File: src/rtl/fir_decim_out.sv
// rtl/fir_decim_out.sv - FIR output decimator feeding a 2-entry FIFO with overflow tracking
// Keeps one of every M valid samples; kept samples are buffered bit-exact.
module fir_decim_out #(
  parameter int BITWIDTH = 16,
  parameter int DWIDTH   = 8,
  parameter int CNTWIDTH = 16
) (
  input  logic                       clk,
  input  logic                       rst,
  input  logic                       in_valid,
  input  logic signed [BITWIDTH-1:0] in_data,
  input  logic        [DWIDTH-1:0]   decim,
  output logic                       out_valid,
  input  logic                       out_ready,
  output logic signed [BITWIDTH-1:0] out_data,
  output logic                       overflow,
  input  logic                       clear_ovf,
  output logic        [CNTWIDTH-1:0] drop_count
);

  logic [DWIDTH-1:0]   phase_q, phase_d;
  logic [DWIDTH-1:0]   m_act_q, m_act_d;
  logic [BITWIDTH-1:0] ent0_q, ent0_d;
  logic [BITWIDTH-1:0] ent1_q, ent1_d;
  logic [1:0]          count_q, count_d;
  logic                ovf_q, ovf_d;
  logic [CNTWIDTH-1:0] dcnt_q, dcnt_d;

  logic [DWIDTH-1:0] decim_eff;
  logic              keep, pop, drop;

  assign decim_eff = (decim == '0) ? DWIDTH'(1) : decim;
  assign keep      = in_valid && (phase_q == '0);
  assign pop       = (count_q != 2'd0) && out_ready;
  assign drop      = keep && (count_q == 2'd2) && !pop;

  always_comb begin
    phase_d = phase_q;
    m_act_d = m_act_q;
    ent0_d  = ent0_q;
    ent1_d  = ent1_q;
    count_d = count_q;
    ovf_d   = ovf_q;
    dcnt_d  = dcnt_q;

    // The period only changes at a wrap, so mid-period decim edits are deferred.
    if (in_valid) begin
      if (phase_q == m_act_q - DWIDTH'(1)) begin
        phase_d = '0;
        m_act_d = decim_eff;
      end else begin
        phase_d = phase_q + DWIDTH'(1);
      end
    end

    // ent0 is the head; it keeps its value after the last pop so out_data holds.
    if (keep && pop) begin
      if (count_q == 2'd1) begin
        ent0_d = in_data;
      end else begin
        ent0_d = ent1_q;
        ent1_d = in_data;
      end
    end else if (keep) begin
      if (count_q == 2'd0) begin
        ent0_d  = in_data;
        count_d = 2'd1;
      end else if (count_q == 2'd1) begin
        ent1_d  = in_data;
        count_d = 2'd2;
      end
    end else if (pop) begin
      if (count_q == 2'd2) begin
        ent0_d = ent1_q;
      end
      count_d = count_q - 2'd1;
    end

    if (clear_ovf) begin
      ovf_d  = drop;
      dcnt_d = drop ? CNTWIDTH'(1) : '0;
    end else if (drop) begin
      ovf_d = 1'b1;
      if (dcnt_q != '1) begin
        dcnt_d = dcnt_q + CNTWIDTH'(1);
      end
    end
  end

  always_ff @(posedge clk) begin
    if (rst) begin
      phase_q <= '0;
      m_act_q <= decim_eff;
      ent0_q  <= '0;
      ent1_q  <= '0;
      count_q <= 2'd0;
      ovf_q   <= 1'b0;
      dcnt_q  <= '0;
    end else begin
      phase_q <= phase_d;
      m_act_q <= m_act_d;
      ent0_q  <= ent0_d;
      ent1_q  <= ent1_d;
      count_q <= count_d;
      ovf_q   <= ovf_d;
      dcnt_q  <= dcnt_d;
    end
  end

  assign out_valid  = (count_q != 2'd0);
  assign out_data   = ent0_q;
  assign overflow   = ovf_q;
  assign drop_count = dcnt_q;

endmodule

File: config.mk
export PLATFORM = sky130hd
export DESIGN_NAME = fir_decim_out
export DESIGN_NICKNAME = d
export VERILOG_FILES = /design/src/rtl/fir_decim_out.sv
export SDC_FILE = /design/constraint.sdc
export NUM_CORES = 1
export LEC_CHECK = 0
export ABC_AREA = 1
export BUFFER_PORTS_ARGS = -buffer_cell sky130_fd_sc_hd__buf_2
export CAP_MARGIN = 20
export CORE_UTILIZATION = 57
export DETAILED_ROUTE_END_ITERATION = 6
export PLACE_DENSITY = 0.86
export SYNTH_ARGS = -nofsm -noshare
export SYNTH_HDL_FRONTEND = slang
export SYNTH_SLANG_ARGS = --single-unit
File: constraint.sdc
create_clock -name clk -period 4.15 [get_ports clk]
set_input_delay 0.83 -clock clk [delete_from_list [all_inputs] [get_ports clk]]
set_output_delay 0.83 -clock clk [all_outputs]
set_load 0.05 [all_outputs]
Yosys cells after proc, flatten, opt, wreduce, memory -nomap -nowiden
Index checks and enable logic that the tools add are counted.
Word-level totals
  register bits after elaboration: 67
  latch bits: 0
  bits in writable memories: 0
  bits in read-only memories: 0
  input port bits: 29
  output and inout port bits: 34
  word-level logic and storage cells: 68
  memories kept: 0
Operators by class
  $add $sub $neg: 4
  multipliers: 0
  divide/modulo/power cells: 0
  magnitude comparators: 0
  equality and inequality tests: 8
  shift-type cells: 0
  mux-type cells: 25
  bitwise gates (word level): 1
  reductions and logical operators: 23
Operator list (count)
  $mux W16: 13
  $mux W8: 5
  $add A16 B1 Y16 const B: 1
  $logic_not A8 Y1: 2
  $ne A16 B16 Y1 const B: 1
  $reduce_bool A2 Y1: 7
  $reduce_and A3 Y1: 3
  $add A8 B1 Y8 const B: 1
  $eq A8 B8 Y1: 1
  $mux W2: 4
  $sub A8 B1 Y8 const B: 1
  $ne A3 B1 Y1 const B: 2
  $reduce_bool A3 Y1: 2
  $logic_and A1 B1 Y1: 5
  $ne A2 B2 Y1 const B: 2
  $reduce_and A2 Y1: 2
  $mux W1: 3
  $eq A2 B1 Y1 const B: 1
  $eq A2 B2 Y1 const B: 1
  $logic_not A2 Y1: 1
  $sub A2 B1 Y2 const B: 1
  $logic_not A1 Y1: 1
  $not A1 Y1: 1

Longest topological paths before layout
  word-level depth: 6
  mapped depth: 13
  gate-level depth less buffers: 12

Worst setup path after synthesis
No wires, ideal clock.
  kind: flip-flop to flip-flop
  from: register dcnt_q[0] (netlist: drop_count[0])
  to: register dcnt_q[2] (netlist: drop_count[2])
  setup time: 0.117 ns
  arrival time: 1.935 ns
  data required time: 4.033 ns
  path slack: 2.098 ns
  stages on the path, launching flop included: 10
  buffers on the path: 1
  clock period less this slack: 2.052 ns
  cells stage by stage: dfxtp_1 -> ha_1 -> nand2_1 -> nor2_1 -> nand4_1 -> nand3b_4 -> nand2_1 -> buf_4 -> a21oi_1 -> nor2_1
Between the ends
  longest elaborated chain between the ends: 4
  elaborated cells on any way between the ends: 7
  classes of those cells: add/sub (1); eq/ne (1); mux (3); reduce/logical (2)
RTL lines
  from (decl): line 27  | logic [CNTWIDTH-1:0] dcnt_q, dcnt_d;
  from (signal assigned): line 106  | dcnt_q <= dcnt_d;
  $add A16 B1 Y16: line 85  | dcnt_d = dcnt_q + CNTWIDTH'(1);
  $mux W16: line 84  | if (dcnt_q != '1) begin
  $mux W16: line 82  | end else if (drop) begin
  $mux W16: line 79  | if (clear_ovf) begin
Several ways; a longest one is shown, not always the timed one. The select of a mux whose other input is x is not followed.
A chain may end at the register's enable or synchronous reset.

Worst setup path after layout
  from: register phase_q[0]
  to: register ent0_q[5] (netlist: out_data[5])
Between the ends
  longest elaborated chain between the ends: 5
  elaborated cells on any way between the ends: 9
  classes of those cells: eq/ne (1); mux (2); reduce/logical (6)
RTL lines
  from (decl): line 21  | logic [DWIDTH-1:0] phase_q, phase_d;
  from (signal assigned): line 100  | phase_q <= phase_d;
  $logic_not A8 Y1 *: line 33  | assign keep = in_valid && (phase_q == '0);
  $logic_and A1 B1 Y1 *: line 33
  $logic_and A1 B1 Y1: line 57  | if (keep && pop) begin
  $ne A3 B1 Y1 (no line) / $reduce_bool A3 Y1 (equally long branches)
  $reduce_and A3 Y1 (no line)
  to (signal assigned): line 102  | ent0_q <= ent0_d;
  to (decl): line 23  | logic [BITWIDTH-1:0] ent0_q, ent0_d;
Mark *: on every way between the ends. The rest lies on a longest branch, timed or not.

==> metrics.md <==
| Metric | Value |
|---|---|
| Sequential cell area | 1421 um2 |
| CP required | 4390 ps |
| Crit-path max cell delay | 490 ps |
| Post-CTS Setup Bufs | 0 |
| Critical path arrival | 2840 ps |
| Share of cells above drive strength 1 | 14.57% |
| Die footprint | 7696 um2 |
| Syn Area/Cell | 6.337 um2 |
| Main combinational cell family by area after synthesis | simple AND/OR/NAND/NOR gates |
| Vias | 4,241 |
| Maximum capacitance violations | 0 |
| Hold_sp | overflow |
| Net Sw Frac | 38.03% |
| Synth Warn # | 0 |
| WHS Path Cells | 2 |
| Top routing layer in use | met4 |
| Final ANT Viol Nets | 0 |
| Top cells by area, synth | dfxtp_1 (28%), nand2_1 (16%), nor2_1 (11%), edfxtp_1 (5.7%), inv_1 (5.7%) |
| R2R Setup Slk | 1560 ps |
| Clk_lat worst skew | 360 ps |
| Fillers | 597 |
| Post-synth top flop | dfxtp_1 |
| Number of buffers created by CTS | 9 |
| Met2 Wirelength | 4981 um |
| Post-cts resize count | 0 |
| Top-area cell type share of the netlist area | 28.20% |
| Synth Net Count | 697 |
| Hold endpoint | overflow |
| Final number of setup-violating endpoints | 0 |
| Most numerous cell in the Yosys netlist | nand2_1 |
| Critical-path cell list | inv_1 -> ha_1 -> nand2_1 -> nor3_2 -> nand2_4 -> nor2_4 -> nand2_1 -> buf_4 -> nand2_1 -> nand2_1 -> nor2_1 -> nor2_1 |
| Row Count | 30 |
| Family with the most delay on the worst path | simple AND/OR/NAND/NOR gates |
| #FFs+latches synth | 67 |
| Vias per cell | 5.281 |
| Max Freq | 385.4 MHz |
| Hold buffers post-CTS | 0 |
| First-pass GRT wire length | 16,510 um |
| Port bufs | 62 |
| Post-Synth XOR/XNOR Area | 4.510% |
| DRC viols | 0 |
| Area leader, netlist | dfxtp_1 |
| Core area | 6944 um2 |
| RSZ-0062 raised after global routing | no |
| Synth top cells by count | nand2_1 (179), nor2_1 (124), inv_1 (64), dfxtp_1 (59), o21ai_0 (35) |
| Vias in the first global route | 3,831 |
| Simple-gate share of the synthesized area | 37.28% |
| Ant. Diodes | 0 |
| All-layer global routing usage | 27.07% |
| Final net count | 738 |
| EDFF count, synth | 8 |
| Most used cell, CP | nand2_1 |
| CTS tree | built |
| Least-Margin Pin Slew | 824.5 ps |
| Gpl congestion | 0.9042 |
| Logic pwr share | 33.4% |
| RR Startpoint | phase_q[0] |
| CP startpoint kind | flop |
| Leak Pwr | 0.002301 uW |
| Sw Pwr | 829.1 uW |
| Setup crit end kind | flop |
| Die width | 87.73 um |
| Synth Cell Area | 4189 um2 |
| Sequential area share after synthesis | 33.93% |
| Routed wire length on met3 | 511 um |
| Pwr Density | 464.4 nW/um2 |
| CTS Sinks | 67 |
| Buf+Inv Stages, Crit Path | 2 |
| Async set or reset register ratio after synthesis | 0% |
| Worst min path class | reg -> reg |
| CTS H-tree lvls | 3 |
| Hold Fails Final Rpt | 0 |
| Avg WL per Cell | 12.38 um |
| Multi-input logic area | 2325 um2 |
| CP Class | reg -> reg |
| Post-synthesis compound-gate area fraction | 11.62% |
| CP Depth | 12 |
| Final WS setup | 1555 ps |
| Fin crit period | 2595 ps |
| Clock Tree Buf Depth | 2 |
| Grt ovf | 0 |
| M1 WL | 4267 um |
| R2R Path End | out_data[5] |
| Final Power | 2180 uW |
| Adder-Cell Fraction of Synth Area | 2.091% |
| Status | finished clean |
| Final Max Tran Viols | 0 |
| Final wirelength | 9942 um |
| Clock power frac | 30.7% |
| # IOs | 63 |
| Fin cells | 803 |
| Internal | 1351 uW |
| Worst-path clk slew | 70 ps |
| VDD IR max | 300.9 uV |
| 1st-iter DRT viols | 203 |
| Sum Neg Setup Slack | 0 ps |
| Clk_skew | 5.710 ps |
| Layout area overhead | 12.07% |
| Register share of total power | 35.9% |
| Placed Instances | 787 |
| Worst Setup SP | phase_q[0] |
| Place WS | 1234 ps |
| Cells after synthesis | 661 |
| Mux cell area share after synthesis | 0% |
| TritonRoute pass-1 iters | 6 |
| Slew margin rel. | 44.90% |
| CP Max Fanout | 26 |
| Crit-path slowest cell | nand2_1 |
| HPWL after DPL | 6663 um |
| Antenna violations before repair | 0 |
| Clock Tree Root | clkbuf_8 |
| Initial Utilization | 60.32% |
| Die span in y | 87.73 um |
| Synth cell types | 35 |
| R2r worst-path depth | 12 |
| Largest net degree at the start of global routing | 35 |
| Final Cycle Share | 62.53% |
==> metrics by stage <==
stage / hold WS (ps) / util [%] / area [um2]
2_1_floorplan: 493.0 / - / 4189
3_3_place_gp: 456.4 / 64.13 / 4453
3_5_place_dp: 447.3 / 64.13 / 4453
5_1_grt: 510.6 / 67.60 / 4695
6_report: 461.8 / 67.60 / 4695
4_1_cts: 464.4 / 67.60 / 4695
==> how the worst max path moves through the flow <==
stage	endpoint	slack, ps
3_3_place_gp	out_data[10]	1340
6_report	out_data[5]	1560
4_1_cts	out_data[5]	1570
3_5_place_dp	out_data[5]	1230
5_1_grt	out_data[3]	1340
2_1_floorplan	drop_count[2]	2100
==> layout by cell type (no fill, tap or decap), types with 8 or more instances in the layout <==
cell type / count
nand2_1: 179
nor2_1: 124
inv_1: 64
buf_2: 62
dfxtp_1: 59
o21ai_0: 35
nand3_1: 34
o21ai_1: 34
a21oi_1: 22
xor2_1: 15
clkbuf_8: 10
edfxtp_1: 8
==> power by group through the flow <==
| stage | clock (uW) | sequential, uW | combinational [uW] |
|---|---|---|---|
| 6_report | 669 | 782 | 729 |
| 4_1_cts | 678 | 780 | 728 |
| 3_5_place_dp | 0 | 794 | 722 |
| 3_3_place_gp | 0 | 791 | 698 |
| 2_1_floorplan | 0 | 924 | 454 |
| 5_1_grt | 702 | 792 | 801 |
==> state kept, by name, indices dropped and copies added (netlist names) <==
| name | cells |
|---|---|
| overflow | 1 |
| m_act_q | 8 |
| phase_q | 8 |
| drop_count | 16 |
| out_data | 16 |
| ent1_q | 16 |
| count_q | 2 |
==> cells by family after synthesis <==
| family | Yosys count |
|---|---|
| compound gates | 94 |
| buf+inv | 103 |
| xor+xnor | 20 |
| fa+ha+maj | 7 |
| flops | 67 |
| simple gates | 370 |
==> layout make-up <==
type / count / share of cell area, %
clock inverter: 5 / 2.132
timing repair buffer: 64 / 6.930
multi-input combinational: 491 / 49.52
clock buffer: 11 / 3.012
inverter: 69 / 5.570
tap: 96 / 2.559
sequential: 67 / 30.28
==> worst reg2reg max path, delay by kind of cell, from the launching register on <==
kind,cells,cell delay (ps)
adder cells (fa/ha/maj),1,180
buffers and inverters,2,540
flip-flops,1,350
AND/OR/NAND/NOR,9,1430
==> routing by layer <==
metal / global-route usage [%] / vias to the layer above
met5: 0 / -
met4: 12.52 / 0
met3: 4.053 / 17
met2: 50.04 / 130
met1: 30.44 / 1950
li1: - / 2144
Note: power is estimated with default switching activity, not from simulation.
